==> src/rtl/parking_meter_display.sv <==
// Parking-meter display driver: saturating binary-to-BCD conversion (double dabble),
// 4-digit multiplexed common-anode 7-segment output, and flash modes for low/zero time.
module parking_meter_display #(
  parameter int unsigned CLK_HZ         = 100000000,
  parameter int unsigned REFRESH_CYCLES = 100000,
  parameter int unsigned MAX_TIME       = 9999
) (
  input  logic        clk,
  input  logic        reset,
  input  logic [15:0] curr_time,
  input  logic        below200,
  input  logic        isZero,
  output logic [3:0]  an,
  output logic [6:0]  seg,
  output logic        dp,
  output logic        bcd_valid
);

  localparam int unsigned REF_W   = (REFRESH_CYCLES > 1) ? $clog2(REFRESH_CYCLES) : 1;
  localparam int unsigned BLINK_W = $clog2(CLK_HZ + 1);

  localparam logic [REF_W-1:0]   REF_LAST       = REF_W'(REFRESH_CYCLES - 1);
  localparam logic [BLINK_W-1:0] HALF_ZERO_LAST = BLINK_W'(CLK_HZ - 1);
  localparam logic [BLINK_W-1:0] HALF_LOW_LAST  = BLINK_W'(CLK_HZ / 2 - 1);
  localparam logic [15:0]        MAX_T          = 16'(MAX_TIME);

  typedef enum logic [1:0] {
    IDLE  = 2'd0,
    SHIFT = 2'd1,
    LOAD  = 2'd2
  } conv_state_t;

  typedef enum logic [1:0] {
    NORMAL = 2'd0,
    LOW    = 2'd1,
    ZERO   = 2'd2
  } mode_t;

  conv_state_t state, state_n;
  logic [15:0] bin, bin_n;
  logic [15:0] scratch, scratch_n;
  logic [15:0] adj;
  logic [3:0]  bit_cnt, bit_cnt_n;
  logic [15:0] digits, digits_n;
  logic        valid_n;

  logic [REF_W-1:0] ref_cnt;
  logic [1:0]       digit_idx;

  mode_t              mode, mode_in;
  logic [BLINK_W-1:0] blink_cnt;
  logic [BLINK_W-1:0] half_last;
  logic               blink_on;

  logic [3:0] sel_digit;
  logic [6:0] seg_dec;

  // ---------------- conversion FSM ----------------
  always_ff @(posedge clk) begin
    if (reset) begin
      state     <= IDLE;
      bin       <= '0;
      scratch   <= '0;
      bit_cnt   <= '0;
      digits    <= '0;
      bcd_valid <= 1'b0;
    end else begin
      state     <= state_n;
      bin       <= bin_n;
      scratch   <= scratch_n;
      bit_cnt   <= bit_cnt_n;
      digits    <= digits_n;
      bcd_valid <= valid_n;
    end
  end

  always_comb begin
    state_n   = state;
    bin_n     = bin;
    scratch_n = scratch;
    bit_cnt_n = bit_cnt;
    digits_n  = digits;
    valid_n   = bcd_valid;
    adj       = scratch;
    for (int unsigned i = 0; i < 4; i++) begin
      if (scratch[4*i +: 4] >= 4'd5) adj[4*i +: 4] = scratch[4*i +: 4] + 4'd3;
    end
    case (state)
      IDLE: begin
        bin_n     = (curr_time > MAX_T) ? MAX_T : curr_time;
        scratch_n = '0;
        bit_cnt_n = '0;
        state_n   = SHIFT;
      end
      SHIFT: begin
        scratch_n = {adj[14:0], bin[15]};
        bin_n     = {bin[14:0], 1'b0};
        bit_cnt_n = bit_cnt + 4'd1;
        if (bit_cnt == 4'd15) state_n = LOAD;
      end
      LOAD: begin
        digits_n = scratch;
        valid_n  = 1'b1;
        state_n  = IDLE;
      end
      default: state_n = IDLE;
    endcase
  end

  // ---------------- digit refresh ----------------
  always_ff @(posedge clk) begin
    if (reset) begin
      ref_cnt   <= '0;
      digit_idx <= '0;
    end else if (ref_cnt == REF_LAST) begin
      ref_cnt   <= '0;
      digit_idx <= digit_idx + 2'd1;
    end else begin
      ref_cnt <= ref_cnt + REF_W'(1);
    end
  end

  // ---------------- flash mode ----------------
  always_comb begin
    if (isZero)        mode_in = ZERO;
    else if (below200) mode_in = LOW;
    else               mode_in = NORMAL;
    half_last = (mode == ZERO) ? HALF_ZERO_LAST : HALF_LOW_LAST;
  end

  // A mode change restarts the flash cycle in the ON phase on the same edge it is registered.
  always_ff @(posedge clk) begin
    if (reset) begin
      mode      <= NORMAL;
      blink_cnt <= '0;
      blink_on  <= 1'b1;
    end else if (mode_in != mode) begin
      mode      <= mode_in;
      blink_cnt <= '0;
      blink_on  <= 1'b1;
    end else if (mode == NORMAL) begin
      blink_cnt <= '0;
      blink_on  <= 1'b1;
    end else if (blink_cnt == half_last) begin
      blink_cnt <= '0;
      blink_on  <= ~blink_on;
    end else begin
      blink_cnt <= blink_cnt + BLINK_W'(1);
    end
  end

  // ---------------- segment decode and output ----------------
  always_comb begin
    case (digit_idx)
      2'd0:    sel_digit = digits[3:0];
      2'd1:    sel_digit = digits[7:4];
      2'd2:    sel_digit = digits[11:8];
      default: sel_digit = digits[15:12];
    endcase
    case (sel_digit)
      4'd0:    seg_dec = 7'b1000000;
      4'd1:    seg_dec = 7'b1111001;
      4'd2:    seg_dec = 7'b0100100;
      4'd3:    seg_dec = 7'b0110000;
      4'd4:    seg_dec = 7'b0011001;
      4'd5:    seg_dec = 7'b0010010;
      4'd6:    seg_dec = 7'b0000010;
      4'd7:    seg_dec = 7'b1111000;
      4'd8:    seg_dec = 7'b0000000;
      4'd9:    seg_dec = 7'b0010000;
      default: seg_dec = 7'b1111111;
    endcase
  end

  always_ff @(posedge clk) begin
    if (reset || !blink_on) begin
      an  <= 4'b1111;
      seg <= 7'h7F;
    end else begin
      an  <= ~(4'b0001 << digit_idx);
      seg <= seg_dec;
    end
  end

  assign dp = 1'b1;

endmodule
==> config.mk <==
export PLATFORM = sky130hd
export DESIGN_NAME = parking_meter_display
export DESIGN_NICKNAME = d
export VERILOG_FILES = /design/src/rtl/parking_meter_display.sv
export SDC_FILE = /design/constraint.sdc
export NUM_CORES = 1
export LEC_CHECK = 0
export CORE_ASPECT_RATIO = 0.8
export CORE_MARGIN = 5
export CORE_UTILIZATION = 63
export DETAILED_ROUTE_END_ITERATION = 10
export GPL_TIMING_DRIVEN = 1
export PLACE_DENSITY = 0.89
export SYNTH_ARGS = -nofsm -noshare
export SYNTH_HDL_FRONTEND = slang
export SYNTH_SLANG_ARGS = --single-unit
export TNS_END_PERCENT = 10
==> constraint.sdc <==
create_clock -name clk -period 3.42 [get_ports clk]
set_clock_uncertainty 0.05 [all_clocks]
set_input_delay 0.684 -clock clk [delete_from_list [all_inputs] [get_ports clk]]
set_output_delay 0.684 -clock clk [all_outputs]
set_load 0.02 [all_outputs]
# --- After elaboration in Yosys (flattened, before gate mapping) ---
# Memories as Yosys holds them, arrays and structs flattened. A register that Yosys moved wholly into a read port is not among the register bits.
# Cells that the tools add are included.
word_totals:
  reg_bits: 108
  romBits: 112
  in_bits: 20
  output_inout_bits: 13
  n_memories: 1
memory_table:
  columns: ["memory", "depth", "word_bits", "read_ports", "rd_ports_with_merged_regs", "write_ports", "line", "text"]
  rows:
  - ["(name not given)", 16, 7, 1, 1, 0, "160", "case (sel_digit)"]
classes:
  add_sub_neg: 8
  magnitude_cmp: 5
  n_eq_ne: 10
  shift: 1
  mux: 14
  bitwise: 2
  n_reduce_logical: 9
ops:
  columns: ["op", "count"]
  rows:
  - ["case mux 16 bit (2 select lines)", 2]
  - ["adder 27 x 1 -> 27 bit (second input constant)", 1]
  - ["== test 27 bit", 1]
  - ["2-to-1 mux 27 bit", 1]
  - ["adder 17 x 1 -> 17 bit (second input constant)", 1]
  - ["== test 17 bit (second input constant)", 1]
  - [">= comparator 4 x 3 -> 1 bit (second input constant)", 4]
  - ["> comparator 16 x 14 -> 1 bit (second input constant)", 1]
  - ["2-to-1 mux 16 bit", 1]
  - ["adder 4 x 2 -> 4 bit (second input constant)", 3]
  - ["2-to-1 mux 4 bit", 3]
  - ["case mux 4 bit (3 select lines)", 1]
  - ["case mux 4 bit (2 select lines)", 1]
  - ["== test 2 bit (second input constant)", 3]
  - ["logical NOT 2 bit", 3]
  - ["adder 4 x 1 -> 4 bit (second input constant)", 1]
  - ["== test 2 x 1 -> 1 bit (second input constant)", 2]
  - ["== test 4 bit (second input constant)", 1]
  - ["2-to-1 mux 2 bit", 2]
  - ["inverter 4 bit", 1]
  - ["case mux 2 bit (2 select lines)", 1]
  - ["OR reduction 4 bit", 1]
  - ["left shift 1 x 2 -> 4 bit (first input constant)", 1]
  - ["adder 3 x 2 -> 3 bit (second input constant)", 1]
  - ["other kinds (11)", 11]

# --- Depth between registers and ports, before layout ---
depth:
  ltp_word: 4
  mapped_depth: 8
  mapped_depth_nobuf: 8

# --- Least setup slack after synthesis ---
# No wires, ideal clock.
synth_timing:
  path_kind: "input -> register"
  start: "input curr_time[12]"
  end: "register bin[4]"
  t_arrival_ns: 2.156
  path_slack_ns: 1.136
  cell_stages: 5
  cell_sequence: "or2_2 > a2111oi_0 > and2_1 > a221oi_1 > nor3_1"
synth_between:
  elab_chain_cells: 3
synth_rtl:
  columns: ["element", "line", "text"]
  rows:
  - ["from (decl)", "10", "input logic [15:0] curr_time,"]
  - ["> comparator 16 x 14 -> 1 bit", "90", "bin_n = (curr_time > MAX_T) ? MAX_T : curr_time;"]
  - ["2-to-1 mux 16 bit", "90", null]
  - ["case mux 16 bit (2 select lines)", "88", "case (state)"]
  - ["to (signal assigned)", "69", "bin <= bin_n;"]
  - ["to (decl)", "40", "logic [15:0] bin, bin_n;"]
# Every way passes these cells.
# A chain may end at the register's enable or synchronous reset.

# --- Worst setup path after layout ---
layout_timing:
  start: "input curr_time[12]"
  end: "register bin[6]"
# The elaborated chain is that of the path after synthesis.

==> flow_summary.json <==
{
  "status": "finished clean",
  "grt_antenna_before_repair": 0,
  "critPathCaptureType": "register",
  "edff_count_synth": 0,
  "rsz_0062_raised_after_global_routing": "false",
  "synth_flop_cell": "sky130_fd_sc_hd__dfxtp_1",
  "clock_tree.root_cell": "sky130_fd_sc_hd__clkbuf_8",
  "cts_tree": "built",
  "dp_worst_setup_slack_ns": 0.4471,
  "regToRegStartpoint": "blink_cnt[6]",
  "boundaryPins": 33,
  "grt_pass1_vias": 4367,
  "die_area_sq_um": 10190,
  "synth-seq-cells": 115,
  "synth_sequential_area_ratio_pct": 44.25,
  "final_setup_viols": 0,
  "detailedRoute.firstPassIterationCount": 5,
  "global_route_overflow": 0,
  "final_layout_setup_total_negative_slack_ns": 0,
  "max-clock-path-buffers": 2,
  "synth_area_leaders": "sky130_fd_sc_hd__dfxtp_1, sky130_fd_sc_hd__nor2_1, sky130_fd_sc_hd__nand2_1, sky130_fd_sc_hd__xor2_1, sky130_fd_sc_hd__ha_1",
  "crit_start": "curr_time[12]",
  "power_density_nw_per_um2": 532.1,
  "synth.cell_area_sq_um": 5202,
  "dieHeight_microns": 91.28,
  "critical_path_class": "in -> reg",
  "crit_path_end": "bin[6]",
  "cts_num_sinks": 115,
  "worstSkewPairLatency_ns": 0.52,
  "grt_max_degree": 58,
  "r2r-end": "blink_cnt[2]",
  "die_w_microns": 111.6,
  "cp.arrival_ns": 3.00,
  "cts_inserted_buffers": 17,
  "worst_ep_required_time_ns": 3.78,
  "area_growth_from_synthesis_to_final_layout_pct": 18.37,
  "dp_hpwl_mm": 7.331,
  "drv_slew": 0,
  "cts_resizes": 0,
  "final_period_minus_worst_setup_slack_ns": 2.636,
  "antenna_cell_count": 0,
  "synth_async_sr_flop_share_pct": 0,
  "hold_buffers": 0,
  "total_leakage_power_nw": 2.182,
  "synth_cell_type_count": 53,
  "tightest_slew_ns": 1.139,
  "ys_warn_count": 0,
  "hold_violations_final": 0,
  "final_antenna_net_count": 0,
  "dr.first_iter.drc_count": 301,
  "core-area_sq_um": 7983,
  "globalplace.congestion": 0.8947,
  "vdd_ir_drop_max_uv": 516.3,
  "detail_route.wirelength_mm": 11.34,
  "met1Wirelength_mm": 5.020,
  "cap_viol_max_count": 0,
  "clk_pin_slew_worst_paths_ns": 0.06,
  "met2RoutedLength_mm": 5.604,
  "wl_per_cell_microns": 14.88,
  "syn_area_per_cell_sq_um": 8.473,
  "cts_setup_buffers": 0,
  "worst-r2r-setup-slack_ns": 1.03,
  "htree_levels": 4,
  "synth_largest_area_cell": "sky130_fd_sc_hd__dfxtp_1",
  "worstPathMaxFanout": 4,
  "num_vias": 4399,
  "grt_first_pass_wirelength_mm": 19.80,
  "vias_per_cell": 5.773,
  "setup_slack_ns": 0.7836,
  "grt.total_usage_pct": 23.32,
  "timing.hold.worst.class": "in -> reg",
  "syn_nets": 653,
  "proportion_of_layout_cells_with_a_drive_suffix_above_1_pct": 7.187,
  "startpoint_class": "input port",
  "topRoutingLayerUsed": "met4",
  "drt_drc_violations_left": 0,
  "slew-limit-headroom_pct": 23.77,
  "synth_largest_type_area_fraction_pct": 44.25,
  "ff2ff_path_depth": 5,
  "dr_wl_met3_microns": 553,
  "finalNetCount": 680,
  "placementRows": 29,
  "netlist_instances": 614,
  "start_util_pct": 65.17,
  "placement.io_buffers": 31,
  "clock.fmax_ghz": 0.3793,
  "layout_worst_path_cycle_share_pct": 77.09
}
## where the power goes
group / switching [mW] / internal, mW / total [mW]
sequential: 0.0148 / 1.36 / 1.38
combinational: 0.0559 / 0.0485 / 0.104
clock: 0.623 / 1.17 / 1.80
## synth_stat cells, types with 3 or more instances
library cell / count
sky130_fd_sc_hd__mux2i_1: 5
sky130_fd_sc_hd__nand4_1: 14
sky130_fd_sc_hd__and4_1: 3
sky130_fd_sc_hd__and2_1: 6
sky130_fd_sc_hd__ha_1: 19
sky130_fd_sc_hd__clkbuf_1: 21
sky130_fd_sc_hd__a221oi_1: 6
sky130_fd_sc_hd__o221ai_1: 3
sky130_fd_sc_hd__nand3_1: 25
sky130_fd_sc_hd__a21oi_1: 43
sky130_fd_sc_hd__o22ai_1: 4
sky130_fd_sc_hd__dfxtp_1: 115
sky130_fd_sc_hd__xor2_1: 28
sky130_fd_sc_hd__and3_1: 11
sky130_fd_sc_hd__nor4bb_1: 3
sky130_fd_sc_hd__a211oi_1: 6
sky130_fd_sc_hd__a222oi_1: 4
sky130_fd_sc_hd__a22oi_1: 6
sky130_fd_sc_hd__inv_1: 22
sky130_fd_sc_hd__nor2_1: 90
sky130_fd_sc_hd__o21ai_0: 17
sky130_fd_sc_hd__xnor2_1: 20
sky130_fd_sc_hd__nor3_1: 20
sky130_fd_sc_hd__or2_2: 3
sky130_fd_sc_hd__nor4_1: 4
sky130_fd_sc_hd__nand2b_1: 7
sky130_fd_sc_hd__nor2b_1: 4
sky130_fd_sc_hd__nand2_1: 71
## area by class of cell
type                    instances  area, sq um
well taps                     108        135.1
multi-input cells             449         2691
fillers                       552         1824
repair buffers                 36        342.8
inverters                      22        82.58
clock buffers                  17        414.1
flip-flops and latches        115         2302
clock inverters                15        190.2
## layer usage
metal	up-vias	track usage (%)
met5	-	0
met3	21	6.512
met4	0	9.321
li1	2185	-
met1	2068	28.49
met2	125	39.16
## registers in the layout (all words and copies together), names as in the netlist
| name | flops |
|---|---|
| blink_cnt | 27 |
| ref_cnt | 17 |
| bin | 16 |
| digits | 16 |
| scratch | 16 |
| seg | 7 |
| an | 4 |
| bit_cnt | 4 |
| digit_idx | 2 |
| mode | 2 |
| state | 2 |
| bcd_valid | 1 |
| blink_on | 1 |
## cell usage in the layout (no fill, tap or decap), types with 7 or more instances in the layout
| cell | netlist | final |
|---|---|---|
| sky130_fd_sc_hd__nand2_1 | 71 | 71 |
| sky130_fd_sc_hd__inv_1 | 22 | 22 |
| sky130_fd_sc_hd__nand3_1 | 25 | 25 |
| sky130_fd_sc_hd__dfxtp_1 | 115 | 115 |
| sky130_fd_sc_hd__nand2b_1 | 7 | 7 |
| sky130_fd_sc_hd__nor2_1 | 90 | 90 |
| sky130_fd_sc_hd__clkbuf_16 | 0 | 16 |
| sky130_fd_sc_hd__nand4_1 | 14 | 14 |
| sky130_fd_sc_hd__o21ai_0 | 17 | 17 |
| sky130_fd_sc_hd__ha_1 | 19 | 19 |
| sky130_fd_sc_hd__a21oi_1 | 43 | 43 |
| sky130_fd_sc_hd__and3_1 | 11 | 11 |
| sky130_fd_sc_hd__xnor2_1 | 20 | 20 |
| sky130_fd_sc_hd__xor2_1 | 28 | 28 |
| sky130_fd_sc_hd__nor3_1 | 20 | 20 |
| sky130_fd_sc_hd__clkdlybuf4s50_1 | 0 | 30 |
## how the worst min path moves through the flow
stage,startpoint,to,cells past startpoint
5_1_grt,reset,digit_idx[0],2
3_5_place_dp,digits[4],digits[4],2
3_3_place_gp,ref_cnt[0],ref_cnt[0],1
2_1_floorplan,ref_cnt[0],ref_cnt[0],1
6_report,reset,digit_idx[0],2
4_1_cts,reset,digit_idx[0],2
## kinds of logic (layout without fill, tap and decap cells)
kind of cell               Yosys count  count (layout)  synth area share, %
buffers and inverters               50              90                4.017
DFF                                115             115                44.25
adders and majority gates           19              19                4.570
AOI/OAI and AO/OA                   99              99                12.39
xor gates and xnor gates            48              48                8.081
muxes                                7               7                1.395
and+or+nand+nor                    275             275                25.23
other                                1               1              0.07208
## per-stage QoR
step | hold WS, ns | cells | utilization, % | power (mW) | instance area [sq um]
2_1_floorplan | 0.3763 | 614 | - | 1.461 | 5202
3_3_place_gp | 0.3916 | 730 | 69.58 | 1.503 | 5554
3_5_place_dp | 0.4033 | 730 | 69.58 | 1.508 | 5554
4_1_cts | 0.3794 | 762 | 77.15 | 3.288 | 6158
5_1_grt | 0.4154 | 762 | 77.15 | 3.372 | 6158
6_report | 0.3960 | 762 | 77.15 | 3.277 | 6158
## worst max-delay path: stages
cell and delay (ns):
sky130_fd_sc_hd__clkdlybuf4s50_1 0.43, sky130_fd_sc_hd__or2_2 0.33, sky130_fd_sc_hd__a2111oi_0 0.82, sky130_fd_sc_hd__and2_1 0.33
sky130_fd_sc_hd__a221oi_1 0.13, sky130_fd_sc_hd__nor3_1 0.28
Power figures use the tool's default switching activity.
==> RTL edit 1, RTL diff (same settings) <==
Encoding of `mode_t`: now one-hot (3 bits for 3 values).
--- a/src/rtl/parking_meter_display.sv
+++ b/src/rtl/parking_meter_display.sv
@@ -30,10 +30,10 @@
     LOAD  = 2'd2
   } conv_state_t;
 
-  typedef enum logic [1:0] {
-    NORMAL = 2'd0,
-    LOW    = 2'd1,
-    ZERO   = 2'd2
+  typedef enum logic [2:0] {
+    NORMAL = 3'b001,
+    LOW    = 3'b010,
+    ZERO   = 3'b100
   } mode_t;
 
   conv_state_t state, state_n;
Behaviour: same outputs for any inputs over 10 cycles, from zero or initial values and one cycle with reset high; not proved beyond that.
==> RTL edit 1 against the original RTL <==
  * Core utilization shrank 0.47 points
  * Synthesized area shrank 0.67%
  * Die area shrank 0.61%
  * Sequential cell count grew 1
  * First-iteration DRC count grew 23%
  * Power shrank 0.93%
  * Worst setup slack gained 0.091 ns
  * Cell count shrank 0.26%
  * Final area shrank 1.1%
  * Routed wire length shrank 0.85%
==> RTL edit 1: results (changes against the original RTL) <==
.. list-table::
   :header-rows: 1

   * - Metric
     - Value
   * - First-pass detailed-route iteration total
     - 5 (unchanged)
   * - Final RePlAce weighted congestion
     - 0.795 (-11%)
   * - Fraction of final layout cells with drive strength greater than 1
     - 6.29% (-0.90 points)
   * - R2r worst-path depth
     - 6 (+1)
   * - Starting DRT DRC Count
     - 370 (+23%)
   * - WS Path Type
     - reg2reg
   * - Fin Hold WS
     - 0.410 ns (+0.0142 ns)
   * - Run status
     - finished, final reports clean
   * - Post-synthesis sequential area ratio
     - 44.9% (+0.69 points)
   * - Final net count
     - 679 (-0.15%)
   * - Commonest cells in the synthesized netlist
     - sky130_fd_sc_hd__dfxtp_1 (116), sky130_fd_sc_hd__nor2_1 (90), sky130_fd_sc_hd__nand2_1 (76)
   * - Worst reg2reg startpoint
     - blink_cnt[19]
   * - Adder and majority gate portion of the synthesized area
     - 4.60% (+0.031 points)
   * - Startpoint of the worst hold path
     - digits[13]
   * - Slew @ Worst Pin
     - 0.916 ns (-0.224 ns)
   * - Fillers
     - 517 (-6.3%)
   * - Xor-xnor portion of the synthesized cell area
     - 8.31% (+0.22 points)
   * - Endpoint of the worst setup timing path
     - blink_cnt[16]
   * - Top area cells in the synthesized netlist
     - sky130_fd_sc_hd__dfxtp_1 (45%), sky130_fd_sc_hd__nor2_1 (6.5%), sky130_fd_sc_hd__nand2_1 (5.5%)
   * - HP Class
     - reg2reg
   * - Worst reg-to-reg setup slack
     - 0.87 ns (-0.16 ns)
   * - Number of vias in the routed layout
     - 4,327 (-1.6%)
   * - Count of different cell masters after synthesis
     - 50 (-5.7%)
   * - Overall fraction of global-route tracks in use
     - 23.5% (+0.17 points)
   * - Worst-case vdd ir drop
     - 0.000526 V (+1.8%)
   * - Arrival time of data at the critical path endpoint
     - 2.90 ns (-0.10 ns)
   * - Max FO, Critical Path
     - 14 (+10)
   * - Static power due to leakage
     - 0.00215 uW (-1.3%)
   * - Total Routed Length
     - 11,200 um (-0.85%)
   * - Largest net degree at the start of global routing
     - 35 (-40%)
   * - Multiplexer area fraction after synthesis
     - 1.40% (+0.0095 points)
RTL edit 1: worst min path at each step:
stage                   end
5_1_grt           digits[6]
3_3_place_gp   blink_cnt[0]
2_1_floorplan  blink_cnt[0]
6_report         digits[13]
3_5_place_dp        bin[13]
4_1_cts          digits[13]
RTL edit 1: final cells by class:
| type | count | share of cell area [%] |
|---|---|---|
| well taps | 108 | 2.22 |
| clock buffers | 23 | 7.66 |
| inverters | 27 | 1.66 |
| repair buffers | 36 | 5.63 |
| multi-input cells | 442 | 42.7 |
| clock inverters | 8 | 2.05 |
| flip-flops and latches | 116 | 38.1 |
RTL edit 1: cell families after synthesis:
kind of cell | count (synthesis)
and+or+nand+nor | 268
other | 1
AOI/OAI and AO/OA | 98
muxes | 7
buffers and inverters | 56
DFF | 116
xor gates and xnor gates | 49
adders and majority gates | 19
RTL edit 1: metrics by stage:
stage | area (sq um) | total power [uW] | std cells | utilization (%) | setup slack [ns]
finish | 6090 | 3250 | 760 | 76.7 | 0.874
global route | 6090 | 3340 | 760 | 76.7 | 0.644
CTS | 6090 | 3250 | 760 | 76.7 | 0.875
detailed placement | 5500 | 1520 | 729 | 69.2 | 0.687
global placement | 5500 | 1510 | 729 | 69.2 | 0.822
floorplan | 5170 | 1470 | 614 | - | 1.42
RTL edit 1: where the power goes:
part           switching (uW)  internal (uW)  total, uW
Sequential               14.3           1370       1390
Combinational            56.2           46.8        103
Clock                     595           1160       1760
Total                     665           2580       3250
RTL edit 1: per-layer routing:
layer,track usage [%],part of all wire [%]
met5,0,0
met4,9.73,1.9
met3,7.77,5.6
met2,38.3,48
met1,28.8,44
RTL edit 1: worst max-delay path, stage by stage (launching register included):
cell and delay (ns):
sky130_fd_sc_hd__dfxtp_1 0.39, sky130_fd_sc_hd__nand4bb_1 0.20, sky130_fd_sc_hd__or4_1 0.50, sky130_fd_sc_hd__a2111oi_2 0.42
sky130_fd_sc_hd__nand2b_1 0.51, sky130_fd_sc_hd__buf_4 0.29, sky130_fd_sc_hd__nor2_1 0.07
==> RTL edit 2, RTL diff (config.mk and constraints unchanged) <==
Made on the original files. `REFRESH_CYCLES`: 100000 -> 25000.
--- a/src/rtl/parking_meter_display.sv
+++ b/src/rtl/parking_meter_display.sv
@@ -2,7 +2,7 @@
 // 4-digit multiplexed common-anode 7-segment output, and flash modes for low/zero time.
 module parking_meter_display #(
   parameter int unsigned CLK_HZ         = 100000000,
-  parameter int unsigned REFRESH_CYCLES = 100000,
+  parameter int unsigned REFRESH_CYCLES = 25000,
   parameter int unsigned MAX_TIME       = 9999
 ) (
   input  logic        clk,
Formal check against the unedited RTL: no difference found for any inputs over 10 cycles, from zero or initial values and one cycle with reset high; that may be too few to reach the edited logic, so the function may still have changed.
==> RTL edit 2 against the original RTL <==
  * Non-clock buffer count is 1 lower
  * Synthesized area about the same
  * Global-route usage about the same
  * Worst setup slack better by 0.14 ns
  * Power rose by 2.9%
  * Die area barely moved
  * Worst hold slack improved by 0.014 ns
  * Routed wire length rose by 0.75%
  * Core utilization grew 0.20 points
  * Final area increased by 0.26%
  * Sequential cell count fell by 2
  * Critical path type is now reg2reg
  * Largest power group unchanged
==> RTL edit 2: results (changes against the original RTL) <==
.. list-table::
   :header-rows: 1

   * - Metric
     - Value
   * - Worst-case vdd ir drop
     - 0.000419 V (-19%)
   * - Total instance count after detailed placement
     - 726 (-0.55%)
   * - R2r worst-path depth
     - 9 (+4)
   * - Number of global-route vias before repair
     - 4,333 (-0.78%)
   * - Xor-xnor portion of the synthesized cell area
     - 7.57% (-0.51 points)
   * - First-pass detailed-route iteration total
     - 6 (+1)
   * - Number of vias in the routed layout
     - 4,449 (+1.1%)
   * - Adder and majority gate portion of the synthesized area
     - 4.57% (about the same)
   * - Met2 Resource Use GR
     - 40.0% (+0.81 points)
   * - Top area cells in the synthesized netlist
     - sky130_fd_sc_hd__dfxtp_1 (43%), sky130_fd_sc_hd__nor2_1 (5.6%), sky130_fd_sc_hd__nand2_1 (5.1%)
   * - Slowest library cell on the worst path
     - sky130_fd_sc_hd__dfxtp_1
   * - Worst slack at placement
     - 0.627 ns (+0.180 ns)
   * - Metal-1 WL
     - 4840 um (-3.5%)
   * - Startpoint of the worst hold path
     - bin[9]
   * - Fin Hold WS
     - 0.410 ns (+0.0135 ns)
   * - Multiplexer area fraction after synthesis
     - 1.80% (+0.41 points)
   * - Final RePlAce weighted congestion
     - 0.820 (-8.3%)
   * - Arrival time of data at the critical path endpoint
     - 2.81 ns (-0.19 ns)
   * - Static power due to leakage
     - 0.00220 uW (+0.90%)
   * - Run status
     - finished, final reports clean
   * - Area after detailed placement
     - 5520 sq um (-0.59%)
   * - Worst reg-to-reg setup slack
     - 0.92 ns (-0.11 ns)
   * - Total Routed Length
     - 11,400 um (+0.75%)
   * - Post-synthesis sequential area ratio
     - 43.4% (-0.81 points)
   * - Min Tclk post-route
     - 2.50 ns (-0.135 ns)
   * - Average routed wire per standard cell
     - 15.1 um (+1.3%)
   * - Count of different cell masters after synthesis
     - 56 (+5.7%)
   * - Avg Inst Size Synth
     - 8.48 sq um (about the same)
   * - Met1 usage
     - 26.6% (-1.9 points)
   * - Slew @ Worst Pin
     - 1.06 ns (-0.0778 ns)
   * - Global-route wire length before repair
     - 19,600 um (-1.0%)
   * - Final net count
     - 676 (-0.59%)
   * - Starting DRT DRC Count
     - 418 (+39%)
   * - Internal power consumption
     - 2720 uW (+5.3%)
   * - Maximum single-stage delay on the critical path
     - 0.45 ns (-0.37 ns)
   * - Max FO, Critical Path
     - 5 (+1)
[RTL edit 2: cell count changes after synthesis, moves of 4 or more]
cell / delta
sky130_fd_sc_hd__nor2b_1: +5
sky130_fd_sc_hd__inv_1: +5
sky130_fd_sc_hd__and3_1: -5
sky130_fd_sc_hd__a21oi_1: +9
sky130_fd_sc_hd__nor3_1: -5
sky130_fd_sc_hd__nor2_1: -12
sky130_fd_sc_hd__o22ai_1: -4
sky130_fd_sc_hd__nor3b_1: +5
[RTL edit 2: power groups by stage]
stage	clock network, uW	registers (uW)	logic [uW]
finish	1910	1350	112
global route	2000	1350	122
CTS	1940	1350	112
detailed placement	0	1380	110
global placement	0	1380	107
floorplan	0	1380	62.8
[RTL edit 2: cell type report]
| cell class | instances | area, sq um |
|---|---|---|
| clock inverter | 9 | 176 |
| inverter | 27 | 101 |
| fill | 531 | 1810 |
| sequential | 113 | 2260 |
| multi-input combinational | 443 | 2690 |
| timing repair buffer | 35 | 335 |
| clock buffer | 23 | 477 |
| tap | 108 | 135 |
